--- config.mk ---
export PLATFORM = sky130hd
export DESIGN_NAME = spi_ram_arbiter_flat
export DESIGN_NICKNAME = d
export VERILOG_FILES = /design/src/rtl/spi_ram_arbiter_if.sv /design/src/rtl/spi_ram_arbiter.sv /design/src/flat_wrapper.sv
export SDC_FILE = /design/constraint.sdc
export NUM_CORES = 1
export LEC_CHECK = 0
export CORE_AREA = 8 8 71 135
export CTS_CLUSTER_DIAMETER = 60
export DETAILED_ROUTE_END_ITERATION = 8
export DIE_AREA = 0 0 79 143
export HOLD_SLACK_MARGIN = 0.06
export MAX_ROUTING_LAYER = met4
export PLACE_DENSITY = 0.88
export SYNTH_ARGS = -nofsm -noshare
export SYNTH_HDL_FRONTEND = slang
export SYNTH_SLANG_ARGS = --single-unit
--- constraint.sdc ---
create_clock -name clk -period 3.22 [get_ports clk]
set_input_delay 0.483 -clock clk [delete_from_list [all_inputs] [get_ports clk]]
set_output_delay 0.483 -clock clk [all_outputs]
set_load 0.01 [all_outputs]
--- src/rtl/spi_ram_arbiter_if.sv ---
// Bus bundle between the SPI slave, the local host, the RAM and the arbiter.
// The arbiter takes the slave modport; the surrounding environment takes the master modport.
interface spi_ram_arbiter_if;
  localparam int unsigned CMD_W = 10;
  localparam int unsigned DAT_W = 8;

  logic [CMD_W-1:0] spi_rx_data;
  logic             spi_rx_valid;
  logic [DAT_W-1:0] spi_tx_data;
  logic             spi_tx_valid;
  logic             host_req;
  logic [CMD_W-1:0] host_cmd;
  logic             host_gnt;
  logic [DAT_W-1:0] host_rdata;
  logic             host_rvalid;
  logic [CMD_W-1:0] ram_din;
  logic             ram_rx_valid;
  logic [DAT_W-1:0] ram_dout;
  logic             ram_tx_valid;
  logic             spi_overflow;
  logic             rd_timeout;

  modport slave (
    input  spi_rx_data, spi_rx_valid, host_req, host_cmd, ram_dout, ram_tx_valid,
    output spi_tx_data, spi_tx_valid, host_gnt, host_rdata, host_rvalid,
           ram_din, ram_rx_valid, spi_overflow, rd_timeout
  );

  modport master (
    output spi_rx_data, spi_rx_valid, host_req, host_cmd, ram_dout, ram_tx_valid,
    input  spi_tx_data, spi_tx_valid, host_gnt, host_rdata, host_rvalid,
           ram_din, ram_rx_valid, spi_overflow, rd_timeout
  );
endinterface

--- src/rtl/spi_ram_arbiter.sv ---
// Shares a single-port RAM between an unstallable SPI command stream (FIFO-buffered)
// and a req/gnt host port, holding ownership across address/data pairs and routing read data back.
module spi_ram_arbiter #(
  parameter int unsigned FIFO_DEPTH = 4,
  parameter int unsigned RD_TIMEOUT = 16
) (
  input  logic             clk,
  input  logic             rst_n,
  spi_ram_arbiter_if.slave bus
);
  localparam int unsigned CMD_W   = 10;
  localparam int unsigned DAT_W   = 8;
  localparam int unsigned PTR_W   = (FIFO_DEPTH > 1) ? $clog2(FIFO_DEPTH) : 1;
  localparam int unsigned PCNT_W  = PTR_W + 1;
  localparam int unsigned CNT_W   = (RD_TIMEOUT > 1) ? $clog2(RD_TIMEOUT) : 1;
  localparam logic [1:0]  OP_WR_DATA = 2'b01;
  localparam logic [1:0]  OP_RD_DATA = 2'b11;

  typedef enum logic [1:0] {IDLE, SPI_OWN, HOST_OWN, RD_WAIT} state_e;
  typedef enum logic {OWN_SPI = 1'b0, OWN_HOST = 1'b1} owner_e;

  state_e            state_q, state_d;
  owner_e            owner_q, owner_d;
  owner_e            last_q, last_d;
  logic [PCNT_W-1:0] wr_ptr_q, wr_ptr_d, rd_ptr_q, rd_ptr_d, fifo_cnt;
  logic [CMD_W-1:0]  mem_q [FIFO_DEPTH];
  logic [CMD_W-1:0]  mem_d [FIFO_DEPTH];
  logic [CNT_W-1:0]  tmo_q, tmo_d;
  logic [CMD_W-1:0]  ram_din_q, ram_din_d;
  logic              ram_rx_valid_q, ram_rx_valid_d;
  logic              host_gnt_q, host_gnt_d;
  logic [DAT_W-1:0]  spi_tx_data_q, spi_tx_data_d, host_rdata_q, host_rdata_d;
  logic              spi_tx_valid_q, spi_tx_valid_d, host_rvalid_q, host_rvalid_d;
  logic              spi_overflow_q, spi_overflow_d, rd_timeout_q, rd_timeout_d;

  logic              fifo_empty, fifo_full, spi_cand, host_cand;
  logic              issue_spi, issue_host, spi_push;
  logic [CMD_W-1:0]  spi_head, issue_cmd;

  // An empty FIFO is bypassed so a fresh SPI strobe can be arbitrated in its own cycle
  always_comb begin
    fifo_cnt   = wr_ptr_q - rd_ptr_q;
    fifo_empty = (fifo_cnt == '0);
    fifo_full  = (fifo_cnt == PCNT_W'(FIFO_DEPTH));
    spi_head   = fifo_empty ? bus.spi_rx_data : mem_q[rd_ptr_q[PTR_W-1:0]];
  end

  always_comb begin
    state_d        = state_q;
    owner_d        = owner_q;
    last_d         = last_q;
    wr_ptr_d       = wr_ptr_q;
    rd_ptr_d       = rd_ptr_q;
    mem_d          = mem_q;
    tmo_d          = '0;
    ram_din_d      = ram_din_q;
    ram_rx_valid_d = 1'b0;
    host_gnt_d     = 1'b0;
    spi_tx_data_d  = spi_tx_data_q;
    spi_tx_valid_d = 1'b0;
    host_rdata_d   = host_rdata_q;
    host_rvalid_d  = 1'b0;
    spi_overflow_d = spi_overflow_q;
    rd_timeout_d   = rd_timeout_q;
    issue_spi      = 1'b0;
    issue_host     = 1'b0;
    issue_cmd      = '0;
    spi_cand       = !fifo_empty || bus.spi_rx_valid;
    // A host command granted last cycle is still on the bus; do not take it twice
    host_cand      = bus.host_req && !host_gnt_q;

    case (state_q)
      IDLE: begin
        if (spi_cand && host_cand) begin
          issue_spi  = (last_q == OWN_HOST);
          issue_host = !issue_spi;
          last_d     = issue_spi ? OWN_SPI : OWN_HOST;
        end else begin
          issue_spi  = spi_cand;
          issue_host = host_cand;
        end
      end
      SPI_OWN:  issue_spi  = spi_cand;
      HOST_OWN: issue_host = host_cand;
      RD_WAIT: begin
        tmo_d = tmo_q + CNT_W'(1);
        if (bus.ram_tx_valid) begin
          state_d = IDLE;
          if (owner_q == OWN_HOST) begin
            host_rdata_d  = bus.ram_dout;
            host_rvalid_d = 1'b1;
          end else begin
            spi_tx_data_d  = bus.ram_dout;
            spi_tx_valid_d = 1'b1;
          end
        end else if (tmo_q == CNT_W'(RD_TIMEOUT - 1)) begin
          rd_timeout_d = 1'b1;
          state_d      = IDLE;
        end
      end
      default: state_d = IDLE;
    endcase

    if (issue_spi || issue_host) begin
      issue_cmd      = issue_spi ? spi_head : bus.host_cmd;
      owner_d        = issue_spi ? OWN_SPI : OWN_HOST;
      ram_din_d      = issue_cmd;
      ram_rx_valid_d = 1'b1;
      host_gnt_d     = issue_host;
      case (issue_cmd[9:8])
        OP_WR_DATA: state_d = IDLE;
        OP_RD_DATA: state_d = RD_WAIT;
        default:    state_d = issue_spi ? SPI_OWN : HOST_OWN;
      endcase
    end

    // A full FIFO still accepts a push when its head leaves in the same cycle
    spi_push = bus.spi_rx_valid && (!fifo_full || issue_spi);
    if (spi_push) begin
      mem_d[wr_ptr_q[PTR_W-1:0]] = bus.spi_rx_data;
      wr_ptr_d = wr_ptr_q + PCNT_W'(1);
    end
    if (issue_spi) rd_ptr_d = rd_ptr_q + PCNT_W'(1);
    if (bus.spi_rx_valid && !spi_push) spi_overflow_d = 1'b1;
  end

  always_ff @(posedge clk or negedge rst_n) begin
    if (!rst_n) begin
      state_q        <= IDLE;
      owner_q        <= OWN_SPI;
      last_q         <= OWN_HOST;
      wr_ptr_q       <= '0;
      rd_ptr_q       <= '0;
      mem_q          <= '{default: '0};
      tmo_q          <= '0;
      ram_din_q      <= '0;
      ram_rx_valid_q <= 1'b0;
      host_gnt_q     <= 1'b0;
      spi_tx_data_q  <= '0;
      spi_tx_valid_q <= 1'b0;
      host_rdata_q   <= '0;
      host_rvalid_q  <= 1'b0;
      spi_overflow_q <= 1'b0;
      rd_timeout_q   <= 1'b0;
    end else begin
      state_q        <= state_d;
      owner_q        <= owner_d;
      last_q         <= last_d;
      wr_ptr_q       <= wr_ptr_d;
      rd_ptr_q       <= rd_ptr_d;
      mem_q          <= mem_d;
      tmo_q          <= tmo_d;
      ram_din_q      <= ram_din_d;
      ram_rx_valid_q <= ram_rx_valid_d;
      host_gnt_q     <= host_gnt_d;
      spi_tx_data_q  <= spi_tx_data_d;
      spi_tx_valid_q <= spi_tx_valid_d;
      host_rdata_q   <= host_rdata_d;
      host_rvalid_q  <= host_rvalid_d;
      spi_overflow_q <= spi_overflow_d;
      rd_timeout_q   <= rd_timeout_d;
    end
  end

  assign bus.ram_din      = ram_din_q;
  assign bus.ram_rx_valid = ram_rx_valid_q;
  assign bus.host_gnt     = host_gnt_q;
  assign bus.spi_tx_data  = spi_tx_data_q;
  assign bus.spi_tx_valid = spi_tx_valid_q;
  assign bus.host_rdata   = host_rdata_q;
  assign bus.host_rvalid  = host_rvalid_q;
  assign bus.spi_overflow = spi_overflow_q;
  assign bus.rd_timeout   = rd_timeout_q;
endmodule

--- src/flat_wrapper.sv ---
// flat-port wrapper written by rule: the top's interface ports become plain ports
module spi_ram_arbiter_flat 
#(
  parameter int unsigned FIFO_DEPTH = 4,
  parameter int unsigned RD_TIMEOUT = 16
)
  (clk, rst_n, bus_spi_rx_data, bus_spi_rx_valid, bus_host_req, bus_host_cmd, bus_ram_dout, bus_ram_tx_valid, bus_spi_tx_data, bus_spi_tx_valid, bus_host_gnt, bus_host_rdata, bus_host_rvalid, bus_ram_din, bus_ram_rx_valid, bus_spi_overflow, bus_rd_timeout);
  spi_ram_arbiter_if bus_i ();
  input  logic clk;
  input  logic rst_n;
  input wire logic [$bits(bus_i.spi_rx_data)-1:0] bus_spi_rx_data;
  input wire logic [$bits(bus_i.spi_rx_valid)-1:0] bus_spi_rx_valid;
  input wire logic [$bits(bus_i.host_req)-1:0] bus_host_req;
  input wire logic [$bits(bus_i.host_cmd)-1:0] bus_host_cmd;
  input wire logic [$bits(bus_i.ram_dout)-1:0] bus_ram_dout;
  input wire logic [$bits(bus_i.ram_tx_valid)-1:0] bus_ram_tx_valid;
  output wire logic [$bits(bus_i.spi_tx_data)-1:0] bus_spi_tx_data;
  output wire logic [$bits(bus_i.spi_tx_valid)-1:0] bus_spi_tx_valid;
  output wire logic [$bits(bus_i.host_gnt)-1:0] bus_host_gnt;
  output wire logic [$bits(bus_i.host_rdata)-1:0] bus_host_rdata;
  output wire logic [$bits(bus_i.host_rvalid)-1:0] bus_host_rvalid;
  output wire logic [$bits(bus_i.ram_din)-1:0] bus_ram_din;
  output wire logic [$bits(bus_i.ram_rx_valid)-1:0] bus_ram_rx_valid;
  output wire logic [$bits(bus_i.spi_overflow)-1:0] bus_spi_overflow;
  output wire logic [$bits(bus_i.rd_timeout)-1:0] bus_rd_timeout;
  assign bus_i.spi_rx_data = bus_spi_rx_data;
  assign bus_i.spi_rx_valid = bus_spi_rx_valid;
  assign bus_i.host_req = bus_host_req;
  assign bus_i.host_cmd = bus_host_cmd;
  assign bus_i.ram_dout = bus_ram_dout;
  assign bus_i.ram_tx_valid = bus_ram_tx_valid;
  assign bus_spi_tx_data = bus_i.spi_tx_data;
  assign bus_spi_tx_valid = bus_i.spi_tx_valid;
  assign bus_host_gnt = bus_i.host_gnt;
  assign bus_host_rdata = bus_i.host_rdata;
  assign bus_host_rvalid = bus_i.host_rvalid;
  assign bus_ram_din = bus_i.ram_din;
  assign bus_ram_rx_valid = bus_i.ram_rx_valid;
  assign bus_spi_overflow = bus_i.spi_overflow;
  assign bus_rd_timeout = bus_i.rd_timeout;
  spi_ram_arbiter #(.FIFO_DEPTH(FIFO_DEPTH), .RD_TIMEOUT(RD_TIMEOUT)) u_core (.clk(clk), .rst_n(rst_n), .bus(bus_i));
endmodule
==> impl_metrics.py, run 1 <==
metrics = {
    "critical_path": {
        "critPathBufInv": 2,
        "start_kind": "register",
        "r2r_cells": 8,
        "cp.required_ps": 3440,
        "path_depth": 8,
        "worstPathCellList": "inv_1 -> ha_1 -> and2b_2 -> xor2_1 -> a31o_2 -> clkinv_1 -> o21ai_0 -> o21ai_0",
        "cp_slowest_stage_delay_ps": 410,
        "crit_slowest_cell": "a31o_2",
        "cpLargestDelayFamily": "compound AO/OA/AOI/OAI gates",
        "cp_max_fo": 12,
        "crit_type": "reg2reg",
        "worst_path_most_repeated_cell": "o21ai_0",
        "arrival_ps": 2660,
        "cp-end-kind": "register",
    },
    "grt": {
        "grt_pass1_wl_mm": 16.1,
        "grt_max_degree": 87,
        "grt_pass1_vias": 3213,
        "track_usage_pct": 19.0,
        "antenna_found_initial": 0,
        "overflow": 0,
    },
    "synthesis": {
        "synthesis.area_um2": 4060,
        "ys_types": 49,
        "yosysSeqAreaShare_pct": 53.0,
        "syn_nets": 373,
        "postSynthAreaPerCell_um2": 12.2,
        "synth_cells": 332,
        "synth_seq_cells": 86,
        "yosys_warnings": 0,
    },
    "drt": {
        "routed-via-count": 2953,
        "met3_length_um": 628,
        "via_per_inst": 5.88,
        "detail_route.iter0.violations": 245,
        "wl_met2_mm": 4.98,
        "highest_layer": "met4",
        "drt-total-wl_mm": 9.86,
        "wl_per_cell_um": 19.6,
        "antenna_left": 0,
        "drc": 0,
        "met1Wirelength_mm": 3.96,
        "first_pass_iters": 6,
    },
    "timing": {
        "min_period_over_period_pct": 75.8,
        "maxSlewViolCount": 0,
        "slew_headroom_pct": 29.1,
        "hold_viol": 0,
        "fin_tns_setup_ps": 0,
        "rsz0062_at_grt": "no",
        "fmax_mhz": 410,
        "setup_viol": 0,
        "min_period_ps": 2440,
        "worst_slew_pin_slew_ps": 1060,
        "worst_clock_skew_ps": 8.52,
    },
    "cts": {
        "cts_tree": "done",
        "h-tree-depth": 3,
        "clk_pin_slew_ps": 70,
        "cts_root_buf": "clkbuf_16",
        "max-clock-path-buffers": 2,
        "clock_sinks": 86,
        "cts_resized": 0,
        "cts_buffers": 9,
        "clk_latency_ps": 340,
        "post-cts-setup-buffers": 0,
        "ctsHoldBuffers": 0,
    },
    "floorplan": {
        "io_pins": 65,
        "die_w_um": 79,
        "rows": 46,
        "start_util_pct": 51.9,
        "dieArea_um2": 11300,
        "core_um2": 7830,
        "dieHeight_um": 143,
    },
    "power": {
        "p_leak_nw": 2.33,
        "p_per_area_nw_per_um2": 1180,
        "combPwrFrac_pct": 46.7,
        "switching_power_mw": 2.21,
        "ir_worst_vdd_mv": 0.643,
        "clkPwrFrac_pct": 21.1,
        "swShare_pct": 36.5,
        "p_seq_share_pct": 32.2,
        "p_int_mw": 3.84,
    },
    "finish": {
        "area_growth_pct": 26.4,
        "nets": 442,
        "antenna_cells": 0,
        "layout-drive-gt1-share_pct": 21.9,
        "fill_cells": 566,
        "fin_area_um2": 5140,
        "fin_cells": 502,
    },
    "placement": {
        "globalplace.congestion": 0.976,
        "io_buffers": 64,
        "dp_cells": 486,
        "place_area_um2": 4770,
        "place_hpwl_mm": 6.55,
    },
    "run_status": {
        "status": "completed",
    },
    "run": {
        "maxCapViolCount": 0,
    },
    "min_path": {
        "hold_class": "in2async",
    },
}
worst paths after layout:
kind	end	slack, ps	startpoint
setup reg to reg	u_core.bus.ram_din[0]	780	u_core.wr_ptr_q[0]
max in group asynchronous	u_core.mem_q[14]	2210	rst_n
setup / recovery	u_core.bus.ram_din[0]	780	u_core.wr_ptr_q[0]
hold / removal	u_core.bus.ram_din[9]	330	rst_n
hold reg to reg	u_core.tmo_q[0]	460	u_core.tmo_q[0]
min in group clk	u_core.tmo_q[0]	460	u_core.tmo_q[0]
layout make-up:
| type | instances | area [um2] | share of cell area, % |
|---|---|---|---|
| Sequential cell | 86 | 2150 | 41.9 |
| Tap cell | 96 | 120 | 2.34 |
| Clock inverter | 7 | 146 | 2.85 |
| Inverter | 9 | 33.8 | 0.657 |
| Clock buffer | 9 | 225 | 4.38 |
| Timing Repair Buffer | 69 | 676 | 13.1 |
| Multi-Input combinational cell | 226 | 1780 | 34.7 |
through the flow:
step                setup slack [ps]  hold slack [ps]  utilization (%)  power (mW)
CTS                              861              369             65.6        6.04
global placement                 718              449             60.9        4.60
floorplan                        862              187                -        3.82
detailed placement               662              456             60.9        4.71
global route                     644              441             65.6        6.40
finish                           781              327             65.6        6.05
cells by family after synthesis:
logic type                 synth area share, %
AOI/OAI and AO/OA                         8.56
muxes                                     17.5
and+or+nand+nor                           12.6
adders and majority gates                 2.46
DFF                                       53.0
xor gates and xnor gates                  2.80
buffers and inverters                     3.11
flip-flops by register name, indices dropped and copies added (netlist names):
| signal | count |
|---|---|
| u_core.bus.spi_overflow | 1 |
| u_core.bus.ram_rx_valid | 1 |
| u_core.mem_q | 40 |
| u_core.bus.ram_din | 10 |
| u_core.bus.host_rvalid | 1 |
| u_core.bus.host_gnt | 1 |
| u_core.bus.spi_tx_data | 8 |
| u_core.rd_ptr_q | 3 |
| u_core.bus.spi_tx_valid | 1 |
| u_core.state_q | 2 |
| u_core.last_q | 1 |
| u_core.wr_ptr_q | 3 |
| u_core.bus.rd_timeout | 1 |
| u_core.owner_q | 1 |
| u_core.tmo_q | 4 |
| u_core.bus.host_rdata | 8 |
power by group through the flow:
stage | clock (mW) | combinational, mW | sequential (mW)
2_1_floorplan | 0 | 1.89 | 1.93
3_3_place_gp | 0 | 2.68 | 1.92
3_5_place_dp | 0 | 2.77 | 1.94
4_1_cts | 1.29 | 2.82 | 1.94
5_1_grt | 1.33 | 3.07 | 2.00
6_report | 1.28 | 2.83 | 1.95
cells in the mapped netlist, drive strengths merged:
library cell	n	area, um2
clkbuf	4	15.0
o31ai	1	12.5
or3	1	6.26
or3b	1	8.76
a32oi	1	8.76
or4b	1	13.8
nand4	2	12.5
dfstp	1	26.3
a21oi	4	20.0
ha	8	100
inv	6	22.5
nand3	2	10.0
clkdlybuf4s15	1	11.3
mux4	10	225
nand4b	1	8.76
xor2	2	17.5
nor2	10	37.5
nand2	71	304
a22o	1	8.76
buf	6	66.3
dfrtp	85	2130
or4	1	7.51
a211oi	8	60.1
o21ai	26	130
nor4	2	12.5
and3	9	56.3
a31o	2	17.5
clkinv	3	11.3
o211ai	1	7.51
a21o	1	7.51
and2b	1	8.76
o211a	2	20.0
xnor2	8	96.4
and2	2	13.8
mux2	40	484
a31oi	3	33.8
a41o	2	21.3
nor3	1	5.00
nor3b	1	7.51
layer usage:
| layer | track usage, % | vias up |
|---|---|---|
| met5 | - | - |
| met1 | 22.7 | 1463 |
| met3 | 4.16 | 26 |
| met2 | 29.4 | 148 |
| li1 | - | 1316 |
| met4 | 9.34 | 0 |
placed cells by master, fill, tap and decap left out, types with 3 or more instances in the layout:
cell type,Yosys,routed
mux4_2,10,10
clkbuf_16,0,9
clkinv_4,0,3
nand2_1,66,66
inv_1,6,6
clkdlybuf4s50_1,0,63
clkinv_1,3,3
nor2_1,10,10
nand2_4,5,5
ha_1,8,8
mux2_2,31,31
buf_4,0,6
o21ai_1,7,7
dfrtp_1,85,85
a21oi_1,4,4
xnor2_1,6,6
o21ai_0,19,19
mux2_4,9,9
and3_1,9,9
bufinv_16,0,4
a211oi_1,8,8
Note: power is estimated with default switching activity, not from simulation.
==> inputs of run 2 (changes only) <==
==> constraint.sdc (replaced) <==
create_clock -name clk -period 2.5 [get_ports clk]
set_input_delay 0.375 -clock clk [delete_from_list [all_inputs] [get_ports clk]]
set_output_delay 0.375 -clock clk [all_outputs]
set_load 0.01 [all_outputs]
==> run 2 against run 1 <==
Critical path type unchanged. Non-clock buffer count increased by 9. Critical path depth unchanged. Critical endpoint unchanged. Highest routed layer unchanged. Sequential share of layout area decreased by 0.75 points. Clock skew decreased by 0.71 ps. Via count increased by 2.0%.
==> impl_metrics.py, run 2 (synthesis results as in run 1) <==
metrics = {
    "critical_path": {
        "startpoint": "u_core.wr_ptr_q[0]",
        "worstPathCellList": "inv_1 -> ha_1 -> and2b_2 -> xor2_2 -> a31o_4 -> clkinvlp_4 -> o21ai_0 -> o21ai_0",
        "crit_slowest_cell": "dfrtp_1",
        "crit_type": "reg2reg",
        "cp.required_ps": 2710,
        "arrival_ps": 2590,
        "r2r_cells": 8,
        "start_kind": "register",
        "reg2reg_from": "u_core.wr_ptr_q[0]",
        "cp_max_fo": 12,
        "cp-end-kind": "register",
        "worst_path_most_repeated_cell": "o21ai_0",
        "cp_slowest_stage_delay_ps": 400,
    },
    "drt": {
        "drt-total-wl_mm": 10.1,
        "via_per_inst": 5.89,
        "first_pass_iters": 5,
        "wl_per_cell_um": 19.7,
        "routed-via-count": 3011,
        "antenna_left": 0,
        "detail_route.iter0.violations": 296,
        "drc": 0,
    },
    "grt": {
        "antenna_found_initial": 0,
        "grt_pass1_vias": 3361,
        "overflow": 0,
        "grt_max_degree": 49,
        "track_usage_pct": 19.6,
        "grt_pass1_wl_mm": 16.7,
    },
    "cts": {
        "cts_buffers": 9,
        "clock_sinks": 86,
        "clk_latency_ps": 340,
        "cts_tree": "done",
        "cts_root_buf": "clkbuf_16",
        "post-cts-setup-buffers": 0,
        "clk_pin_slew_ps": 60,
        "h-tree-depth": 3,
        "max-clock-path-buffers": 2,
    },
    "min_path": {
        "hold_class": "reg2reg",
        "hold_start": "u_core.bus.spi_tx_data[7]",
        "hold_path_depth": 2,
    },
    "finish": {
        "nets": 451,
        "fill_cells": 565,
        "fin_cells": 511,
        "layout_commonest_cell": "dfrtp_1",
        "top_register": "u_core.mem_q",
        "antenna_cells": 0,
        "layout-drive-gt1-share_pct": 24.1,
        "largest_reg_flops": 40,
        "area_growth_pct": 28.8,
        "final_cell_mix": "dfrtp_1 (85), nand2_1 (66), clkdlybuf4s50_1 (63)",
    },
    "timing": {
        "min_period_ps": 2380,
        "hold_viol": 0,
        "slew_headroom_pct": 61.4,
        "worst_clock_skew_ps": 7.81,
        "maxSlewViolCount": 0,
        "min_period_over_period_pct": 95.3,
        "setup_viol": 0,
        "rsz0062_at_grt": "no",
        "worst_slew_pin_slew_ps": 579,
        "worst_slack_ps": 117,
        "fmax_mhz": 420,
    },
    "power": {
        "ir_worst_vdd_mv": 0.934,
        "p_leak_nw": 2.37,
        "p_per_area_nw_per_um2": 1510,
    },
    "placement": {
        "dp_cells": 494,
        "globalplace.congestion": 0.924,
        "dp_slack_ps": -54.7,
        "place_hpwl_mm": 6.87,
        "io_buffers": 64,
    },
    "floorplan": {
        "dieArea_um2": 11300,
        "dieHeight_um": 143,
        "io_pins": 65,
        "start_util_pct": 51.9,
        "core_um2": 7830,
        "rows": 46,
        "die_w_um": 79,
    },
    "run": {
        "maxCapViolCount": 0,
    },
    "run_status": {
        "status": "completed",
    },
}
-- run 2: cell count changes in the layout (fill, tap and decap cells not counted), sizes merged --
cell,previous run,this run
clkinv,6,4
buf,6,14
dlygate4sd3,0,1
bufinv,4,3
clkinvlp,0,3
-- run 2: final timing paths --
| path | to | slack (ps) |
|---|---|---|
| setup reg to reg | u_core.bus.ram_din[0] | 120 |
| hold reg to reg | u_core.bus.spi_tx_data[7] | 470 |
| max in group asynchronous | u_core.mem_q[25] | 1340 |
| hold / removal | u_core.bus.spi_tx_data[7] | 470 |
| setup / recovery | u_core.bus.ram_din[0] | 120 |
| min in group asynchronous | u_core.bus.ram_din[0] | 540 |
-- run 2: area by class of cell --
class | count | area (um2) | area share [%]
Clock buffer | 9 | 225 | 4.30
Tap cell | 96 | 120 | 2.30
Clock inverter | 7 | 123 | 2.34
Multi-Input combinational cell | 226 | 1820 | 34.7
Sequential cell | 86 | 2150 | 41.2
Inverter | 9 | 37.5 | 0.717
Timing Repair Buffer | 78 | 758 | 14.5
-- run 2: repair_timing --
item,CTS,global route
endpoints found under the hold margin,37,0
hold buffers,1,0
resized for setup,3,2
setup endpoints to repair,4,2
-- run 2: power breakdown --
group / internal [mW] / total [mW] / switching [mW]
clock network: 0.980 / 1.55 / 0.569
logic: 1.92 / 3.87 / 1.95
registers: 2.07 / 2.50 / 0.427
total: 4.97 / 7.92 / 2.95
-- run 2: worst max-delay path, delay by kind of cell, from the launching register on --
kind,cells,cell delay [ps]
AO/OA/AOI/OAI,3,670
XOR/XNOR,1,320
adder cells (fa/ha/maj),1,210
buffers and inverters,2,440
flip-flops,1,400
AND/OR/NAND/NOR,1,200
-- run 2: stage by stage --
step / cell area (um2) / hold WS (ps) / TNS, ps / util, % / total power, mW
2_1_floorplan: 4060 / 79.4 / 0 / - / 4.92
4_1_cts: 5220 / 477 / 0 / 66.7 / 7.88
6_report: 5230 / 471 / 0 / 66.8 / 7.92
3_3_place_gp: 4840 / 373 / 0 / 61.8 / 6.02
5_1_grt: 5230 / 490 / 0 / 66.8 / 8.35
3_5_place_dp: 4840 / 379 / -54.7 / 61.8 / 6.21
-- run 2: per-layer routing --
layer	up-vias	share of wire, %	track usage [%]
li1	1333	-	-
met1	1502	40	22.8
met2	148	52	31.6
met3	28	6.3	4.53
met4	0	2.1	7.77
met5	-	0	-
